`config.mk`:
```
export PLATFORM = sky130hd
export DESIGN_NAME = uart_rx_dma
export DESIGN_NICKNAME = d
export VERILOG_FILES = /design/src/rtl/uart_rx_dma.sv
export SDC_FILE = /design/constraint.sdc
export NUM_CORES = 1
export LEC_CHECK = 0
export BUFFER_PORTS_ARGS = -buffer_cell sky130_fd_sc_hd__clkbuf_2
export CAP_MARGIN = 0
export CORE_ASPECT_RATIO = 2
export CORE_MARGIN = 1.5
export CORE_UTILIZATION = 40
export DETAILED_ROUTE_END_ITERATION = 7
export GPL_TIMING_DRIVEN = 0
export HOLD_SLACK_MARGIN = 0.1
export PLACE_DENSITY = 0.68
export SLEW_MARGIN = 20
export SYNTH_ARGS = -nofsm -noshare
export SYNTH_HDL_FRONTEND = slang
export SYNTH_SLANG_ARGS = --single-unit
export TNS_END_PERCENT = 20
```
`constraint.sdc`:
```
create_clock -name clock -period 3 [get_ports clock]
set_input_delay 0.3 -clock clock [delete_from_list [all_inputs] [get_ports clock]]
set_output_delay 0.3 -clock clock [all_outputs]
set_load 0.02 [all_outputs]
```
`src/rtl/uart_rx_dma.sv`:
```
// UART receive DMA: deserialises 8N1 frames from rxd and writes each byte
// to consecutive addresses of a byte-wide memory, counting down a length.
module uart_rx_dma #(
  parameter int Clock = 50000000,
  parameter int Baud  = 9600
) (
  input  logic       clock,
  input  logic       reset,
  input  logic       rxd,
  input  logic       start,
  input  logic [7:0] leng,
  output logic [7:0] addr,
  output logic [7:0] data,
  output logic       wren,
  output logic [7:0] stat,
  output logic       busy,
  output logic       done,
  output logic       ferr
);

  localparam int Div  = Clock / Baud;
  localparam int CntW = (Div > 1) ? $clog2(Div) : 1;
  localparam logic [CntW-1:0] DivM1  = CntW'(Div - 1);
  localparam logic [CntW-1:0] HalfM1 = CntW'(Div / 2 - 1);

  typedef enum logic [1:0] {IDLE, START, DATA, STOP} state_t;

  state_t          state, state_n;
  logic [CntW-1:0] cnt, cnt_n;
  logic [2:0]      bit_idx, bit_idx_n;
  logic [7:0]      shreg, shreg_n;
  logic            err_wait, err_wait_n;
  logic            rx_meta, rxs;
  logic            rx_valid, rx_ferr;
  logic            expire;

  // Two-flop synchronizer for the asynchronous serial input, idles high.
  always_ff @(posedge clock or posedge reset) begin
    if (reset) begin
      rx_meta <= 1'b1;
      rxs     <= 1'b1;
    end else begin
      rx_meta <= rxd;
      rxs     <= rx_meta;
    end
  end

  // Receiver state register, baud counter, bit index and shift register.
  always_ff @(posedge clock or posedge reset) begin
    if (reset) begin
      state    <= IDLE;
      cnt      <= '0;
      bit_idx  <= '0;
      shreg    <= '0;
      err_wait <= 1'b0;
    end else begin
      state    <= state_n;
      cnt      <= cnt_n;
      bit_idx  <= bit_idx_n;
      shreg    <= shreg_n;
      err_wait <= err_wait_n;
    end
  end

  assign expire = (cnt == '0);

  // Receiver next-state: frame timing, sampling and byte/error detection.
  always_comb begin
    state_n    = state;
    cnt_n      = cnt;
    bit_idx_n  = bit_idx;
    shreg_n    = shreg;
    err_wait_n = err_wait;
    rx_valid   = 1'b0;
    rx_ferr    = 1'b0;
    unique case (state)
      IDLE: begin
        // After a framing error the line must return high before a new
        // start edge is honoured, otherwise the low stop bit would retrigger.
        if (err_wait) begin
          if (rxs) err_wait_n = 1'b0;
        end else if (!rxs) begin
          state_n = START;
          cnt_n   = HalfM1;
        end
      end
      START: begin
        if (expire) begin
          if (rxs) begin
            state_n = IDLE;
          end else begin
            state_n   = DATA;
            cnt_n     = DivM1;
            bit_idx_n = '0;
          end
        end else begin
          cnt_n = cnt - 1'b1;
        end
      end
      DATA: begin
        if (expire) begin
          shreg_n = {rxs, shreg[7:1]};
          cnt_n   = DivM1;
          if (bit_idx == 3'd7) state_n = STOP;
          else bit_idx_n = bit_idx + 3'd1;
        end else begin
          cnt_n = cnt - 1'b1;
        end
      end
      STOP: begin
        if (expire) begin
          state_n = IDLE;
          if (rxs) begin
            rx_valid = 1'b1;
          end else begin
            rx_ferr    = 1'b1;
            err_wait_n = 1'b1;
          end
        end else begin
          cnt_n = cnt - 1'b1;
        end
      end
      default: state_n = IDLE;
    endcase
  end

  // DMA bookkeeping: start loads the transfer and overrides any byte
  // completing in the same cycle; the address/count step follows wren.
  always_ff @(posedge clock or posedge reset) begin
    if (reset) begin
      addr <= '0;
      data <= '0;
      wren <= 1'b0;
      stat <= '0;
      busy <= 1'b0;
      done <= 1'b0;
      ferr <= 1'b0;
    end else begin
      wren <= 1'b0;
      ferr <= rx_ferr;
      if (start) begin
        stat <= leng;
        addr <= '0;
        done <= (leng == 8'd0);
        busy <= (leng != 8'd0);
      end else begin
        if (wren) begin
          addr <= addr + 8'd1;
          stat <= stat - 8'd1;
          if (stat == 8'd1) begin
            busy <= 1'b0;
            done <= 1'b1;
          end
        end
        if (rx_valid && busy) begin
          wren <= 1'b1;
          data <= shreg;
        end
      end
    end
  end

endmodule

```
# == Yosys cells after proc, flatten, opt, wreduce, memory -nomap -nowiden ==
# Cells that the tools add are included.
# totals
regBits,57
input_bits,12
output_inout_bits,28
wordCells,93
# op_classes
n_addsub,4
n_eq_ne,16
n_mux,42
bitwise,1
reduce_logical,16
# op_table
operator,count
$mux W13,6
$pmux W13 S4,1
$mux W8,4
$ne A2 B2 Y1 const B,10
$mux W1,17
$mux W2,7
$logic_not A13 Y1,1
$sub A13 B1 Y13 const B,1
$mux W3,4
$add A8 B1 Y8 const B,1
$eq A8 B1 Y1 const B,1
$logic_not A8 Y1,1
$pmux W2 S4,1
$reduce_bool A2 Y1,4
$reduce_bool A8 Y1,1
$sub A8 B1 Y8 const B,1
$pmux W3 S2,1
$reduce_and A2 Y1,3
$reduce_and A6 Y1,1
$reduce_and A5 Y1,1
$eq A2 B2 Y1 const B,2
$reduce_and A4 Y1,1
$add A3 B1 Y3 const B,1
$eq A3 B3 Y1 const B,1
other kinds (7),7

# == Depth between registers and ports, before layout ==
# Gate-level depths: netlist (run 1).
# depth
ltp_word,6
ltp_mapped,8
ltp_nobuf,7

# == Worst setup path before layout (run 1) ==
# Ideal clock, no wire load.
# synth_timing
kind,flip-flop to flip-flop
startpoint,reg cnt[0]
endpoint,reg cnt[6]
setup_time_ns,0.121
t_arrival_ns,1.755
t_required_ns,2.879
setup_slack_ns,1.124
path_stages_with_launch,7
n_path_buf,0
synth_period_minus_slack_ns,1.876
path_cell_list,dfrtp_1 inv_1 ha_1 or3b_2 nor2_1 a31oi_1 o22a_1
# synth_via
elab_chain_len,3
elab_cells_between_ends,9
classes_between,add/sub (1); eq/ne (2); mux (4); reduce/logical (2)
# synth_lines
item,line,rtl
"start, declared",29,"logic [CntW-1:0] cnt, cnt_n;"
"start signal, assigned",58,cnt <= cnt_n;
$sub A13 B1 Y13 / $logic_not A13 Y1 (equally long branches),n/a,
"$mux W13, or another cell as far along",111,if (expire) begin
$pmux W13 S4 / $reduce_and A4 Y1 (equally long branches),n/a,
# Parallel ways exist; a longest one is shown, timed or not. The select of a mux whose other input is x is not followed.
# A chain may end at the register's enable or synchronous reset.

# == Final worst setup path (run 1) ==
# layout_timing
startpoint,reg state[0]
endpoint,reg cnt[8]
# layout_via
elab_chain_len,3
elab_cells_between_ends,10
classes_between,eq/ne (7); mux (1); reduce/logical (2)
# layout_lines
item,line,rtl
"start, declared",28,"state_t state, state_n;"
"start signal, assigned",57,state <= state_n;
"$eq A2 B1 Y1, or another cell as far along",76,unique case (state)
$ne A3 B3 Y1 (no source line) / $ne A2 B2 Y1 (equally long branches),n/a,
$reduce_and A4 Y1 (no source line),n/a,
# Parallel ways exist; a longest one is shown, timed or not.

==> metrics.cfg, run 1 <==
[clock_tree]
clock_sinks=57
cts_tree=yes
clk_latency_ps=320
cts_root_buffer=clkbuf_16
numCtsBuffers=9
htreeDepth=3
cts_buffer_depth=2
cts_hold_buf=2
cts.clk_slew.worst_paths_ps=50
post_cts_buffers=0
cts_resized=0

[power]
worst_ir_drop_vdd_mv=0.257
p_leak_uw=0.00171
pwr_density_cell_nw_per_um2=543

[setup_path]
rr_startpoint=state[0]$_DFFE_PP0P_
reg2reg_slack_ps=670
end_kind=flop
slowest_stage=nor2_1
cpPeakStageDelay_ps=450
critPathKind=flop to flop
cp_max_fo=8
crit_chain=inv_1 -> ha_1 -> nor2_1 -> or2_2 -> clkbuf_1 -> a21oi_1 -> a21oi_1 -> o22ai_1
cp_common_cell=a21oi_1
rr_worst_depth=8
r2r_end=cnt[8]$_DFFE_PP0P_
startpoint_type=flop
required_ps=3200
arrival_ps=2530

[logic_synthesis]
syn_nets=310
async_flop_share_pct=100
ys_warn_count=0
yosysUniqueCellTypes=49
synthCells=286
synth_edf_count=0
synthFlopType=dfrtp_1
synth_area_um2=2950
ys_seq_elements=57
syn_area_per_cell_um2=10.3
yosysSeqAreaShare_pct=48.5

[timing]
hold_viol_final=0
finalSetupTns_ps=0
max_freq_mhz=429
worst_slack_ps=672
post-route-min-period_ps=2330
clock_skew_ps=4.01
slew_viol_final=0
rsz0062_at_grt=false
fin_crit_sh_pct=77.6
maxSlewHeadroom_pct=61.8
tightest_slew_ps=571
setup_violations=0

[place]
place.gp.congestion=0.785
dpl.hpwl_mm=4.99
dp_slack_ps=692
port_buffers=38
dp.cells=417
placed_area_um2=3270

[route]
drc=0
wl_mm=6.68
drt_first_pass_iters=5
routed_via_density=5.43
wl_per_cell_um=15.4
num_vias=2361
drtAntennaViolNets=0
drt-initial-drc-count=101

[global_route]
overflow=0
grt_pass1_vias=2395
grtUsageTotal_pct=18.5
grt_max_degree=41
grt_pass1_wl_mm=11.4
antenna_found_initial=0

[job]
maxCapViolCount=0

[floorplanning]
start_util_pct=40.9
die_area_um2=7920
fp.coreArea_um2=7210
io-pin-count=40
die_x_um=63.7
die_y_um=124
std_cell_rows=44

[layout]
fillers=661
layout_common_cells=dfrtp_1, clkbuf_2, o21ai_0, nor2_1, nand2_1
area_growth_pct=22.4
seqCellArea_um2=1430
drive_gt1_share_pct=25.1
finalNetCount=362
final_common_cell=dfrtp_1
stdcell_count=435
multi_input_area_um2=1410
diodes=0
fin_area_um2=3610

[hold_path]
whs_path_depth=3
worstHoldEndpoint=stat[0]$_DFFE_PP0P_
min-delay-start=leng[0]
hold_class=input port to flop

[run_status]
status=finished clean

-- cells by family (layout without fill, tap and decap cells) --
family	count (synthesis)	after routing	synth area share (%)
compound gates	66	66	13.6
simple gates	93	93	18.7
fa+ha+maj	12	12	5.10
flops	57	57	48.5
mux	18	18	6.84
xor+xnor	12	12	3.57
buf+inv	28	85	3.74
-- layout make-up --
class,instances,share of cell area [%]
sequential,57,39.6
clock inverter,5,2.22
inverter,16,1.73
tap,92,3.19
buffer,12,1.39
multi-input combinational,201,39.0
timing repair buffer,41,6.38
clock buffer,11,6.45
-- per-stage QoR --
| step | hold slack, ps | util [%] | total power [uW] |
|---|---|---|---|
| finish | 206 | 50.0 | 1960 |
| global route | 225 | 50.0 | 2030 |
| CTS | 196 | 50.0 | 1980 |
| detailed placement | 253 | 45.4 | 901 |
| global placement | 348 | 45.1 | 894 |
| floorplan | 304 | - | 861 |
-- layer usage --
layer,up-vias,GRT usage [%],part of all wire (%)
li1,1122,-,-
met1,1162,18.0,36
met2,60,34.7,58
met3,17,4.43,3.0
met4,0,9.59,3.0
met5,-,0,0
-- flip-flops by register name, summed over array words and instances, names as in the netlist, named ones only --
signal	cells
wren	1
err_wait	1
done	1
addr	8
bit_idx	3
rxs	1
data	8
state	1
rx_meta	1
ferr	1
stat	8
shreg	8
busy	1
cnt	13
-- synth_stat cells, types with 3 or more instances --
cell type,n,share of area [%]
a21oi_1,16,2.7
a31oi_1,7,1.5
buf_2,4,0.68
clkbuf_1,8,1.0
dfrtp_1,55,47
ha_1,12,5.1
inv_1,16,2.0
mux2_2,17,6.5
nand2_1,23,2.9
nand2b_1,5,1.1
nand3_1,3,0.51
nand4_1,3,0.64
nor2_1,24,3.1
nor3_1,4,0.68
nor4_1,4,0.85
nor4_4,3,2.2
nor4b_1,3,0.89
o21ai_0,24,4.1
o22a_1,4,1.2
o22ai_1,3,0.64
or3_1,4,0.85
or4_1,3,0.76
xnor2_1,5,1.5
xor2_1,7,2.1
-- critical path, delay by kind of cell (launching register included) --
| kind | cells | cell delay (ps) |
|---|---|---|
| simple gates | 2 | 650 |
| compound gates | 3 | 370 |
| flops | 1 | 410 |
| fa+ha+maj | 1 | 400 |
| buf+inv | 2 | 380 |
-- worst max-delay path by stage --
| stage | from | end |
|---|---|---|
| after floorplan | cnt[0]$_DFFE_PP0P_ | cnt[6]$_DFFE_PP0P_ |
| after global placement | reset | data[2]$_DFFE_PP0P_ |
| after detailed placement | state[0]$_DFFE_PP0P_ | cnt[8]$_DFFE_PP0P_ |
| after CTS | state[0]$_DFFE_PP0P_ | cnt[8]$_DFFE_PP0P_ |
| after global routing | state[0]$_DFFE_PP0P_ | cnt[7]$_DFFE_PP0P_ |
| final | state[0]$_DFFE_PP0P_ | cnt[8]$_DFFE_PP0P_ |
-- power by group --
part | switching, uW | leakage [uW] | internal, uW
clock | 346 | 0.000146 | 725
sequential | 15.3 | 0.000719 | 784
combinational | 57.4 | 0.000842 | 31.5
total | 419 | 0.00171 | 1540
No activity file was read; power rests on OpenSTA's default activity.
==> inputs of run 2 (changes only) <==
--- a/config.mk
+++ b/config.mk
@@ -5,6 +5,7 @@
 export SDC_FILE = /design/constraint.sdc
 export NUM_CORES = 1
 export LEC_CHECK = 0
+export ABC_AREA = 1
 export BUFFER_PORTS_ARGS = -buffer_cell sky130_fd_sc_hd__clkbuf_2
 export CAP_MARGIN = 0
 export CORE_ASPECT_RATIO = 2
==> constraint.sdc (replaced) <==
create_clock -name clock -period 2.4 [get_ports clock]
set_input_delay 0.24 -clock clock [delete_from_list [all_inputs] [get_ports clock]]
set_output_delay 0.24 -clock clock [all_outputs]
set_load 0.02 [all_outputs]
==> run 2 against run 1 <==
  * Register-to-register slack lost 60 ps
  * Cell count grew 25%
  * Area after synthesis grew 6.6%
  * Sequential power grew 25%
  * Setup slack lost 60 ps
  * First-iteration DRC count grew 5.0%
  * Clock skew grew 1.1 ps
  * Total power grew 22%
==> metrics.cfg, run 2 <==
[logic_synthesis]
synth_top_family_by_area=simple AND/OR/NAND/NOR gates
syn_area_per_cell_um2=7.97  ; -23%
synthSimpleGateAreaFrac_pct=26.9  ; +8.2 points
synth-compound-area-share_pct=13.3  ; -0.25 points
yosysTopAreaCell=dfrtp_1
yosysSeqAreaShare_pct=45.5  ; -3.0 points
synth_area_um2=3140  ; +6.6%
synth_xor_area_share_pct=1.12  ; -2.5 points
ys_seq_elements=57  ; unchanged
ys_warn_count=0  ; unchanged
synth.most_common_cell=nand2_1
synthCells=394  ; +38%
synth_fa_ha_area_share_pct=4.78  ; -0.32 points
synthTopCellsByArea=dfrtp_1, nand2_1, inv_1
async_flop_share_pct=100  ; unchanged
synth_edf_count=0  ; unchanged
muxShareOfSynthArea_pct=0  ; -6.8 points
syn_nets=418  ; +35%
ys_top_cells_by_count=nand2_1, inv_1, dfrtp_1
synthFlopType=dfrtp_1
yosysUniqueCellTypes=31  ; -37%
synth_top_cell_area_share_pct=43.8  ; -2.9 points

[timing]
post-route-min-period_ps=1790  ; -540 ps
maxSlewHeadroom_pct=53.1  ; -8.7 points
slew_viol_final=0  ; unchanged
clock_skew_ps=5.15  ; +1.13 ps
finalSetupTns_ps=0  ; unchanged
hold_ws_ps=151  ; -55.3 ps
max_freq_mhz=559  ; +30%
tightest_slew_ps=704  ; +133 ps
fin_crit_sh_pct=74.5  ; -3.1 points
setup_violations=0  ; unchanged
rsz0062_at_grt=false
hold_viol_final=0  ; unchanged

[floorplanning]
die_area_um2=8430  ; +6.4%
std_cell_rows=45  ; +2.3%
start_util_pct=41.3  ; +0.48 points
die_y_um=128  ; +3.2%
die_x_um=65.7  ; +3.1%
io-pin-count=40  ; unchanged
fp.coreArea_um2=7600  ; +5.4%

[setup_path]
slowest_stage=dfrtp_1
arrival_ps=2040  ; -490 ps
critPathKind=flop to flop
cp_max_fo=7  ; -1
cpPeakStageDelay_ps=360  ; -90 ps
end_kind=flop
startpoint_type=flop
crit_buf_inv=3  ; +1
cp_top_family=simple AND/OR/NAND/NOR gates
crit_chain=inv_1 -> ha_1 -> inv_1 -> nor2_2 -> nand3_2 -> nand2_4 -> inv_2 -> nand2_2 -> nand2_1 -> nor2_2
required_ps=2660  ; -540 ps

[clock_tree]
post_cts_buffers=0  ; unchanged
clock_sinks=57  ; unchanged
cts_buffer_depth=2  ; unchanged
cts.clk_slew.worst_paths_ps=50  ; about the same
cts_root_buffer=clkbuf_16
numCtsBuffers=9  ; unchanged
cts_resized=0  ; unchanged
htreeDepth=3  ; unchanged
cts_hold_buf=2  ; unchanged
cts_tree=yes
clk_latency_ps=330  ; about the same

[layout]
final_util_pct=49.6  ; -0.42 points
diodes=0  ; unchanged
final_common_cell=nand2_1
area_growth_pct=20.0
fillers=750  ; +13%
layout_common_cells=nand2_1, inv_1, dfrtp_1
finalNetCount=469  ; +30%
top_register=cnt
largest_register_ff_count=13  ; unchanged
drive_gt1_share_pct=20.0  ; -5.1 points

[route]
routed_via_density=5.05  ; -7.0%
drc=0  ; unchanged
drt-initial-drc-count=106  ; +5.0%
wl_per_cell_um=13.4  ; -13%
drt_first_pass_iters=4  ; -1
num_vias=2745  ; +16%
drtAntennaViolNets=0  ; unchanged
wl_mm=7.27  ; +8.8%

[job]
maxCapViolCount=0  ; unchanged

[global_route]
antenna_found_initial=0  ; unchanged
grt_pass1_vias=2699  ; +13%
grt_pass1_wl_mm=12.0  ; +5.0%
grtUsageTotal_pct=18.6  ; +0.11 points
overflow=0  ; unchanged
grt_max_degree=58  ; +41%

[power]
worst_ir_drop_vdd_mv=0.808  ; +210%
pwr_density_cell_nw_per_um2=636  ; +17%
p_total_uw=2400  ; +22%
p_leak_uw=0.00189  ; +11%

[place]
port_buffers=38  ; unchanged
place.gp.congestion=0.902  ; +15%
dpl.hpwl_mm=5.38  ; +7.8%

[hold_path]
hold_class=input port to flop

[run_status]
status=finished clean

==> run 2: cell count changes in the layout (fill, tap and decap cells not counted), sizes merged, moves of 5 or more <==
cell,change
nand2b,-5
mux2,-17
nand2,+67
clkbuf,-8
nand3,+28
inv,+45
nor2,+34
o21ai,+6
nor4,-7
a31oi,-7
o21a,+9
==> run 2: cell families after synthesis <==
group | count (synthesis)
AND/OR/NAND/NOR | 190
AO/OA/AOI/OAI | 66
buffers and inverters | 65
flip-flops | 57
adder cells (fa/ha/maj) | 12
XOR/XNOR | 4
==> run 2: final timing paths <==
kind,startpoint,to,slack [ps],cells after the start
worst min-delay path,leng[3],stat[3]$_DFFE_PP0P_,150,3
min in group asynchronous,reset,stat[0]$_DFFE_PP0P_,590,3
worst min register to register,rx_meta$_DFF_PP1_,rxs$_DFF_PP1_,350,0
worst max-delay path,cnt[0]$_DFFE_PP0P_,cnt[7]$_DFFE_PP0P_,610,10
max in group asynchronous,reset,bit_idx[2]$_DFFE_PP0P_,1330,3
worst max register to register,cnt[0]$_DFFE_PP0P_,cnt[7]$_DFFE_PP0P_,610,10
==> run 2: cell type report <==
| type | count | area [um2] | area share [%] |
|---|---|---|---|
| Buffer | 4 | 35.0 | 0.929 |
| Sequential cell | 57 | 1430 | 37.9 |
| Multi-Input combinational cell | 272 | 1450 | 38.4 |
| Clock buffer | 11 | 243 | 6.44 |
| Inverter | 61 | 231 | 6.14 |
| Timing Repair Buffer | 40 | 210 | 5.58 |
| Tap cell | 94 | 118 | 3.12 |
| Clock inverter | 5 | 55.1 | 1.46 |
==> run 2: worst reg2reg max path: stages (launching register included) <==
cell	delay, ps
dfrtp_1	360
inv_1	170
ha_1	220
inv_1	70
nor2_2	220
nand3_2	200
nand2_4	160
inv_2	90
nand2_2	80
nand2_1	60
nor2_2	90
==> run 2: per-layer routing <==
metal	up-vias	GRT usage [%]	routed length (um)
met2	50	34.7	4100
met4	0	9.68	204
met3	16	4.11	232
met5	-	0	0
li1	1368	-	-
met1	1311	18.6	2730
==> run 2: through the flow <==
stage | instance area, um2 | worst slack, ps | std cells
after floorplan | 3140 | 764 | 394
after global placement | 3450 | -0.227 | 526
after detailed placement | 3450 | 618 | 526
after CTS | 3770 | 611 | 544
after global routing | 3770 | 434 | 544
final | 3770 | 611 | 544
==> run 2: power by group <==
part	switching (uW)	internal, uW
combinational	92.9	44.7
sequential	20.4	982
clock	430	826
